<file path="config.mk">
export PLATFORM = sky130hd
export DESIGN_NAME = port_manager
export DESIGN_NICKNAME = d
export VERILOG_FILES = /design/src/rtl/port_manager.sv
export SDC_FILE = /design/constraint.sdc
export NUM_CORES = 1
export LEC_CHECK = 0
export ABC_AREA = 0
export CAP_MARGIN = 10
export CORE_MARGIN = 4
export CORE_UTILIZATION = 52
export CTS_BUF_LIST = sky130_fd_sc_hd__clkbuf_4
export DETAILED_ROUTE_END_ITERATION = 8
export DONT_BUFFER_PORTS = 1
export GPL_ROUTABILITY_DRIVEN = 0
export GPL_TIMING_DRIVEN = 0
export PLACE_DENSITY = 0.75
export SETUP_SLACK_MARGIN = 0.05
export SYNTH_ARGS = -nofsm -noshare
export SYNTH_HDL_FRONTEND = slang
export SYNTH_SLANG_ARGS = --single-unit
</file>
<file path="constraint.sdc">
create_clock -name clk -period 3.4 [get_ports clk]
set_input_delay 0.51 -clock clk [delete_from_list [all_inputs] [get_ports clk]]
set_output_delay 0.51 -clock clk [all_outputs]
set_load 0.02 [all_outputs]
</file>
<file path="src/rtl/port_manager.sv">
// rtl/port_manager.sv - TIS node port-transfer controller with ANY/LAST targets
// Moves one word per instruction between neighbour handshake ports and the core.
module port_manager #(
    parameter int DATA_W = 11,
    parameter int NPORTS = 4,
    parameter int TGT_W  = 3
) (
    input  logic                     clk,
    input  logic                     reset,
    input  logic [TGT_W-1:0]         src,
    input  logic [TGT_W-1:0]         dst,
    input  logic [NPORTS*DATA_W-1:0] in_data,
    input  logic [NPORTS-1:0]        in_valid,
    output logic [NPORTS-1:0]        in_ready,
    output logic [NPORTS*DATA_W-1:0] out_data,
    output logic [NPORTS-1:0]        out_valid,
    input  logic [NPORTS-1:0]        out_ready,
    output logic                     clk_en,
    output logic [DATA_W-1:0]        src_data,
    input  logic [DATA_W-1:0]        dst_data,
    output logic [NPORTS-1:0]        last_port
);

    localparam int PTR_W = (NPORTS > 1) ? $clog2(NPORTS) : 1;

    localparam logic [0:0] ST_SRC = 1'b0;
    localparam logic [0:0] ST_DST = 1'b1;

    logic [0:0]        state_q, state_d;
    logic [DATA_W-1:0] word_q, word_d;
    logic [PTR_W-1:0]  rr_q, rr_d;
    logic [NPORTS-1:0] last_q, last_d;
    logic              src_port_q, src_port_d;

    // Returns {found, index} of the first set request at or after ptr, wrapping.
    function automatic logic [PTR_W:0] rr_pick(input logic [NPORTS-1:0] req,
                                              input logic [PTR_W-1:0]  ptr);
        logic             found;
        logic [PTR_W-1:0] idx;
        logic [PTR_W-1:0] jj;
        int               j;
        found = 1'b0;
        idx   = '0;
        for (int k = 0; k < NPORTS; k++) begin
            j = int'(ptr) + k;
            if (j >= NPORTS) j = j - NPORTS;
            jj = PTR_W'(j);
            if (!found && req[jj]) begin
                found = 1'b1;
                idx   = jj;
            end
        end
        return {found, idx};
    endfunction

    // Returns {is_any, is_fixed, index}; fixed covers port i and LAST with a valid last port.
    function automatic logic [PTR_W+1:0] decode_tgt(input logic [TGT_W-1:0]  code,
                                                   input logic [NPORTS-1:0] last,
                                                   input logic [PTR_W-1:0]  lidx);
        logic             any_t;
        logic             fix_t;
        logic [PTR_W-1:0] idx;
        int               c;
        any_t = 1'b0;
        fix_t = 1'b0;
        idx   = '0;
        c     = int'(code);
        if (c == 1) begin
            any_t = 1'b1;
        end else if (c == 2) begin
            fix_t = |last;
            idx   = lidx;
        end else if (c >= 3 && c < 3 + NPORTS) begin
            fix_t = 1'b1;
            idx   = PTR_W'(c - 3);
        end
        return {any_t, fix_t, idx};
    endfunction

    function automatic logic [PTR_W-1:0] next_ptr(input logic [PTR_W-1:0] idx);
        return (idx == PTR_W'(NPORTS - 1)) ? '0 : idx + 1'b1;
    endfunction

    logic [PTR_W-1:0]  last_idx;
    logic              s_any, s_fix, s_port;
    logic [PTR_W-1:0]  s_idx, s_sel;
    logic              d_any, d_fix, d_port;
    logic [PTR_W-1:0]  d_idx;
    logic              a_found, o_found;
    logic [PTR_W-1:0]  a_idx, o_idx;
    logic              s_ok, stall, xfer;
    logic [DATA_W-1:0] port_word, out_word;

    always_comb begin
        last_idx = '0;
        for (int i = 0; i < NPORTS; i++) begin
            if (last_q[i]) last_idx = PTR_W'(i);
        end
    end

    always_comb begin
        state_d    = state_q;
        word_d     = word_q;
        rr_d       = rr_q;
        last_d     = last_q;
        src_port_d = src_port_q;
        in_ready   = '0;
        out_valid  = '0;
        clk_en     = 1'b0;
        src_data   = '0;
        xfer       = 1'b0;

        {s_any, s_fix, s_idx} = decode_tgt(src, last_q, last_idx);
        {d_any, d_fix, d_idx} = decode_tgt(dst, last_q, last_idx);
        {a_found, a_idx}      = rr_pick(in_valid, rr_q);
        {o_found, o_idx}      = rr_pick(out_ready, rr_q);
        s_port    = s_any | s_fix;
        d_port    = d_any | d_fix;
        s_sel     = s_any ? a_idx : s_idx;
        s_ok      = s_any ? a_found : in_valid[s_sel];
        stall     = s_port & ~s_ok;
        port_word = in_data[int'(s_sel)*DATA_W +: DATA_W];
        out_word  = src_port_q ? word_q : dst_data;
        out_data  = {NPORTS{out_word}};

        case (state_q)
            ST_SRC: begin
                if (s_fix) begin
                    in_ready = NPORTS'(1) << s_idx;
                end else if (s_any && a_found) begin
                    in_ready = NPORTS'(1) << a_idx;
                end
                src_data = s_port ? port_word : '0;
                if (!stall) begin
                    if (s_any) begin
                        last_d = NPORTS'(1) << a_idx;
                        rr_d   = next_ptr(a_idx);
                    end
                    if (d_port) begin
                        state_d    = ST_DST;
                        word_d     = s_port ? port_word : dst_data;
                        src_port_d = s_port;
                    end else begin
                        clk_en = 1'b1;
                    end
                end
            end
            default: begin
                src_data = word_q;
                if (d_any) begin
                    // Offer to every port until one is ready, then narrow to the winner.
                    if (o_found) begin
                        out_valid = NPORTS'(1) << o_idx;
                        xfer      = 1'b1;
                        last_d    = NPORTS'(1) << o_idx;
                        rr_d      = next_ptr(o_idx);
                    end else begin
                        out_valid = '1;
                    end
                end else if (d_fix) begin
                    out_valid = NPORTS'(1) << d_idx;
                    xfer      = out_ready[d_idx];
                end else begin
                    xfer = 1'b1;
                end
                if (xfer) begin
                    clk_en  = 1'b1;
                    state_d = ST_SRC;
                end
            end
        endcase

        // Handshakes are quiet during reset so a pending word is dropped, not sent.
        if (reset) begin
            in_ready  = '0;
            out_valid = '0;
            clk_en    = 1'b0;
            src_data  = '0;
        end
    end

    always_ff @(posedge clk) begin
        if (reset) begin
            state_q    <= ST_SRC;
            word_q     <= '0;
            rr_q       <= '0;
            last_q     <= '0;
            src_port_q <= 1'b0;
        end else begin
            state_q    <= state_d;
            word_q     <= word_d;
            rr_q       <= rr_d;
            last_q     <= last_d;
            src_port_q <= src_port_d;
        end
    end

    assign last_port = last_q;

endmodule
</file>
# == Yosys cells after proc, flatten, opt, wreduce, memory -nomap -nowiden ==
# Index checks and enable logic that the tools add are counted.
# word_totals
register_bits,19
inputBits,71
output_inout_bits,68
elab_cells,168
# op_classes
n_addsub,11
n_mul,1
n_lt_le_gt_ge,14
eq_ne,9
shifts,5
muxes,98
bitwise,6
reduce_logical,19
# op_table
operator,n
$mux W2,28
$mux W4,14
$mux W11,5
$shiftx A44 B7 Y11,1
$mux W1,41
$bmux W1 S2,10
$lt A2 B3 Y1 const B,6
$shl A1 B2 Y4 const A,4
$ge A3 B3 Y1 const B,3
$logic_and A1 B1 Y1,9
$sub A2 B1 Y2 const B,4
$add A2 B2 Y3 const B,2
$eq A3 B2 Y1 const B,2
$eq A3 B3 Y1 const B,2
$ge A3 B2 Y1 const B,2
$logic_not A1 Y1,6
$lt A3 B3 Y1 const B,2
$mul A2 B4 Y6 const B,1
$add A2 B1 Y2 const B,2
$eq A2 B2 Y1 const B,2
$ne A2 B1 Y1 const B,2
$reduce_and A4 Y1,1
$reduce_or A4 Y1,1
$sub A2 B2 Y2 const B,2
other kinds (8),11

# == Depth between registers and ports, before layout ==
# logic_depth
ltp_word,23
ltp_mapped,11
depth_no_buf,9

# == Worst setup path after synthesis ==
# OpenSTA, ideal clock, no wires.
# synth_path
path_kind,input-to-output
from,in src[0]
to,out src_data[0]
t_arrival_ps,2615
required_time_ps,2890
setup_slack_ps,275
cell_stages,9
n_path_buf,1
path_cell_list,inv_1 ha_1 or3b_1 o211a_1 or2_1 buf_4 mux2i_1 a2111o_1 a21oi_1
# synth_via
elab_chain_len,11
elab_cells_between_ends,20
classes_between,add/sub (1); mul (1); order compare (2); eq/ne (2); shift (1); mux (11); bitwise (1); reduce/logical (1)
# synth_lines
item,line_no,text
"start, declared",10,"input logic [TGT_W-1:0] src,"
$ge A3 B2 Y1 / $lt A3 B3 Y1 (equally long branches),73,end else if (c >= 3 && c < 3 + NPORTS) begin
$logic_and A1 B1 Y1,73,
$mux W2,73,
$mux W2,70,end else if (c == 2) begin
$mux W2,68,if (c == 1) begin
$mux W2,119,s_sel = s_any ? a_idx : s_idx;
$mul A2 B4 Y6,122,port_word = in_data[int'(s_sel)*DATA_W +: DATA_W];
$shiftx A44 B7 Y11,122,
$mux W11 (*),133,src_data = s_port ? port_word : '0;
$mux W11 (*),126,case (state_q)
$mux W11 (*),174,if (reset) begin
"end, declared",19,"output logic [DATA_W-1:0] src_data,"
# Mark *: on every way between the ends. The rest lies on a longest branch, timed or not.

# == Worst setup path in the final report ==
# layout_path
from,reg last_q[3] (netlist: last_port[3])
to,out src_data[8]
# layout_via
elab_chain_len,9
elab_cells_between_ends,13
classes_between,mul (1); shift (1); mux (9); bitwise (1); reduce/logical (1)
# layout_lines
item,line_no,text
"start, declared",32,"logic [NPORTS-1:0] last_q, last_d;"
"start signal, assigned",193,last_q <= last_d;
$mux W2,97,if (last_q[i]) last_idx = PTR_W'(i);
$mux W2,70,
$mux W2,68,
$mux W2,119,
$mul A2 B4 Y6,122,
$shiftx A44 B7 Y11,122,
$mux W11 (*),133,
$mux W11 (*),126,
$mux W11 (*),174,
# Marks and branches as above.

==> run summary <==
final setup TNS: 0 ps
Clock transition at path regs: 120 ps
Area after DPL: 3186 um^2
maxcap violations: 0
crit end category: primary output
Root Buffer: clkbuf_4
port bufs: 0
Routed WL: 9654 um
share of layout cells above drive strength 1: 21.72%
final setup fails: 0
final worst path period share: 96.12%
Leak: 1.361 nW
largest net degree at the start of global routing: 12
Num CTS Buffers: 3
DRT iter0 DRCs: 328
detailed-route via count: 3205
Worst Setup SP: last_port[3]
CP max FO: 10
residual DRC count: 0
Synth Register Bits: 19
first-pass GRT wire length: 15260 um
Post-synth EDFFs: 0
Slew headroom: 24.29%
GRT Total Usage: 25.21%
drt wl/cell: 19.62 um
Peak Freq: 306.0 MHz
crit path max-delay cell type: dfxtp_4
RR Startpoint: last_port[0]
Worst Max-Slew Pin Slew: 1136 ps
Post-DRT Antenna Nets: 0
I/O pin cnt: 139
Seq/Total Area, Yosys: 12.29%
Hold Crit Start: dst_data[7]
worst vdd ir: 0.0002087 V
Site Rows: 27
Die X: 85.14 um
WP data required: 2890 ps
Setup CP Type: flip-flop to primary output
Detail Placement HPWL: 7630 um
CTS tree: built
Post-synth ARST share: 0%
Die Area: 7249 um^2
CTS Buffer Depth: 2
slowest stage delay, CP: 450 ps
vias in the first global route: 3117
total gr overflow: 0
Area Growth Syn to Fin: 9.018%
Slew Limit Fails: 0
Core Box Area: 5642 um^2
H-Tree Depth: 1
area of the multi-input gates: 2404 um^2
# fillers: 518
post-layout util: 59.79%
Vert. Die Dim: 85.14 um
Synth Net Count: 500
register area: 390.4 um^2
commonest cells after routing, fill and taps aside: buf_4 (34), nand2_1 (30), nor3_1 (28)
RSZ-0062 raised after global routing: yes
clk_skew: 8.842 ps
crit-path cells: nor2_1 > or3b_1 > o211a_1 > or2_1 > buf_6 > mux2i_1 > a2111o_1 > a21oi_2
unique cell type count in the Yosys netlist: 51
arrival time at the worst endpoint: 2760 ps
ys flop type: dfxtp_1
Sink Count: 19
cell area after synthesis: 3094 um^2
worst reg-to-reg setup slack: 840 ps
min Tclk post-route: 3268 ps
final net count: 505
Worst Hold Class: input port to flip-flop
pwr/cell area: 442.7 nW/um^2
Warnings, synthesis: 0
crit path launch type: flip-flop
Final Hold Viols: 0
Starting Density: 54.85%
insertion delay to the later sink of the worst-skew pair: 310 ps
initial antenna violation count: 1
outcome: finished clean
final hold slack: 456.7 ps
commonest non-fill, non-tap cell in the layout: buf_4
Vias/cell: 6.514
mean post-synth cell area: 7.456 um^2
Finished Cell Area: 3373 um^2
setup bufs post-CTS: 0
Synth Instances: 415
First-pass DRT Iterations: 5
## layout make-up
class / instances / share of cell area, %
Clock inverter: 1 / 0.1484
Multi-Input combinational cell: 320 / 71.25
Inverter: 14 / 1.558
Buffer: 62 / 12.05
Clock buffer: 3 / 0.6677
Tap cell: 72 / 2.671
Antenna cell: 1 / 0.07418
Sequential cell: 19 / 11.57
## worst max-delay path, delay by kind of cell (launching register included)
family                 cells  cell delay, ps
AO/OA/AOI/OAI              3             920
flip-flops                 1             450
multiplexers               1             160
buffers and inverters      1             170
AND/OR/NAND/NOR            3             760
## synth_stat cells (2+ instances only)
library cell,number,area (um^2)
a21oi_1,38,190.2
buf_4,35,262.8
nand2_1,30,112.6
nor3_1,28,140.1
nor2_1,27,101.4
a2111o_1,22,247.7
dfxtp_1,19,380.4
mux2i_1,17,170.2
nor2b_1,17,106.4
o21ai_0,16,80.08
ha_1,14,175.2
inv_1,14,52.55
o21a_1,14,105.1
clkbuf_1,12,45.04
nor3b_1,12,90.09
o211a_1,12,120.1
mux2_2,11,123.9
a211oi_1,10,75.07
buf_2,10,50.05
nand2b_1,8,50.05
a21o_1,4,30.03
a22oi_1,4,30.03
buf_6,3,33.78
o21ai_1,3,15.01
o22ai_1,3,18.77
a21boi_2,2,22.52
a31oi_1,2,12.51
and2_1,2,12.51
buf_1,2,7.510
nand3_1,2,10.01
o21bai_1,2,15.01
## state kept, by name (all words and copies together) (netlist names)
signal and flops:
rr_q 2, word_q 11, state_q 1, last_port 4, src_port_q 1
## per-stage QoR
| step | setup slack [ps] | power [W] | std cells |
|---|---|---|---|
| after floorplan | 274.7 | 0.001138 | 415 |
| after global routing | 0.9499 | 0.001591 | 492 |
| after detailed placement | -124.4 | 0.001309 | 487 |
| after global placement | -108.6 | 0.001290 | 487 |
| final | 131.8 | 0.001493 | 492 |
| after CTS | 80.62 | 0.001461 | 491 |
## worst paths after layout
kind            endpoint  depth (start not counted)
min reg2reg      rr_q[0]                          2
max          src_data[8]                          8
max reg2reg    word_q[6]                          8
min            word_q[7]                          3
## power by group
part           leakage [nW]  switching, W  internal, W
Clock                0.0177     0.0000785    0.0000439
Sequential            0.159     0.0000660     0.000271
Combinational          1.18      0.000631     0.000404
## cells by family (layout without fill, tap and decap cells)
family                     Yosys count  in the layout  synth area share (%)
muxes                               29             29                 10.23
other                                0              1                     0
DFF                                 19             19                 12.29
and+or+nand+nor                    135            135                 23.01
adders and majority gates           14             14                 5.661
AOI/OAI and AO/OA                  142            142                 34.21
buffers and inverters               76             80                 14.60
## routing by layer
metal  wire length [um]  part of all wire [%]  GRT usage, %
met5                  0                     0             0
met4                144                   1.5         8.058
met3                969                    10         5.049
met2               4408                    46         39.90
met1               4132                    43         34.18
## what timing repair did
action	in CTS	in global routing
hold buffers	0	0
pin swaps	0	6
resized for setup	20	13
setup endpoints to repair	12	12
(Power assumes the default switching activity.)
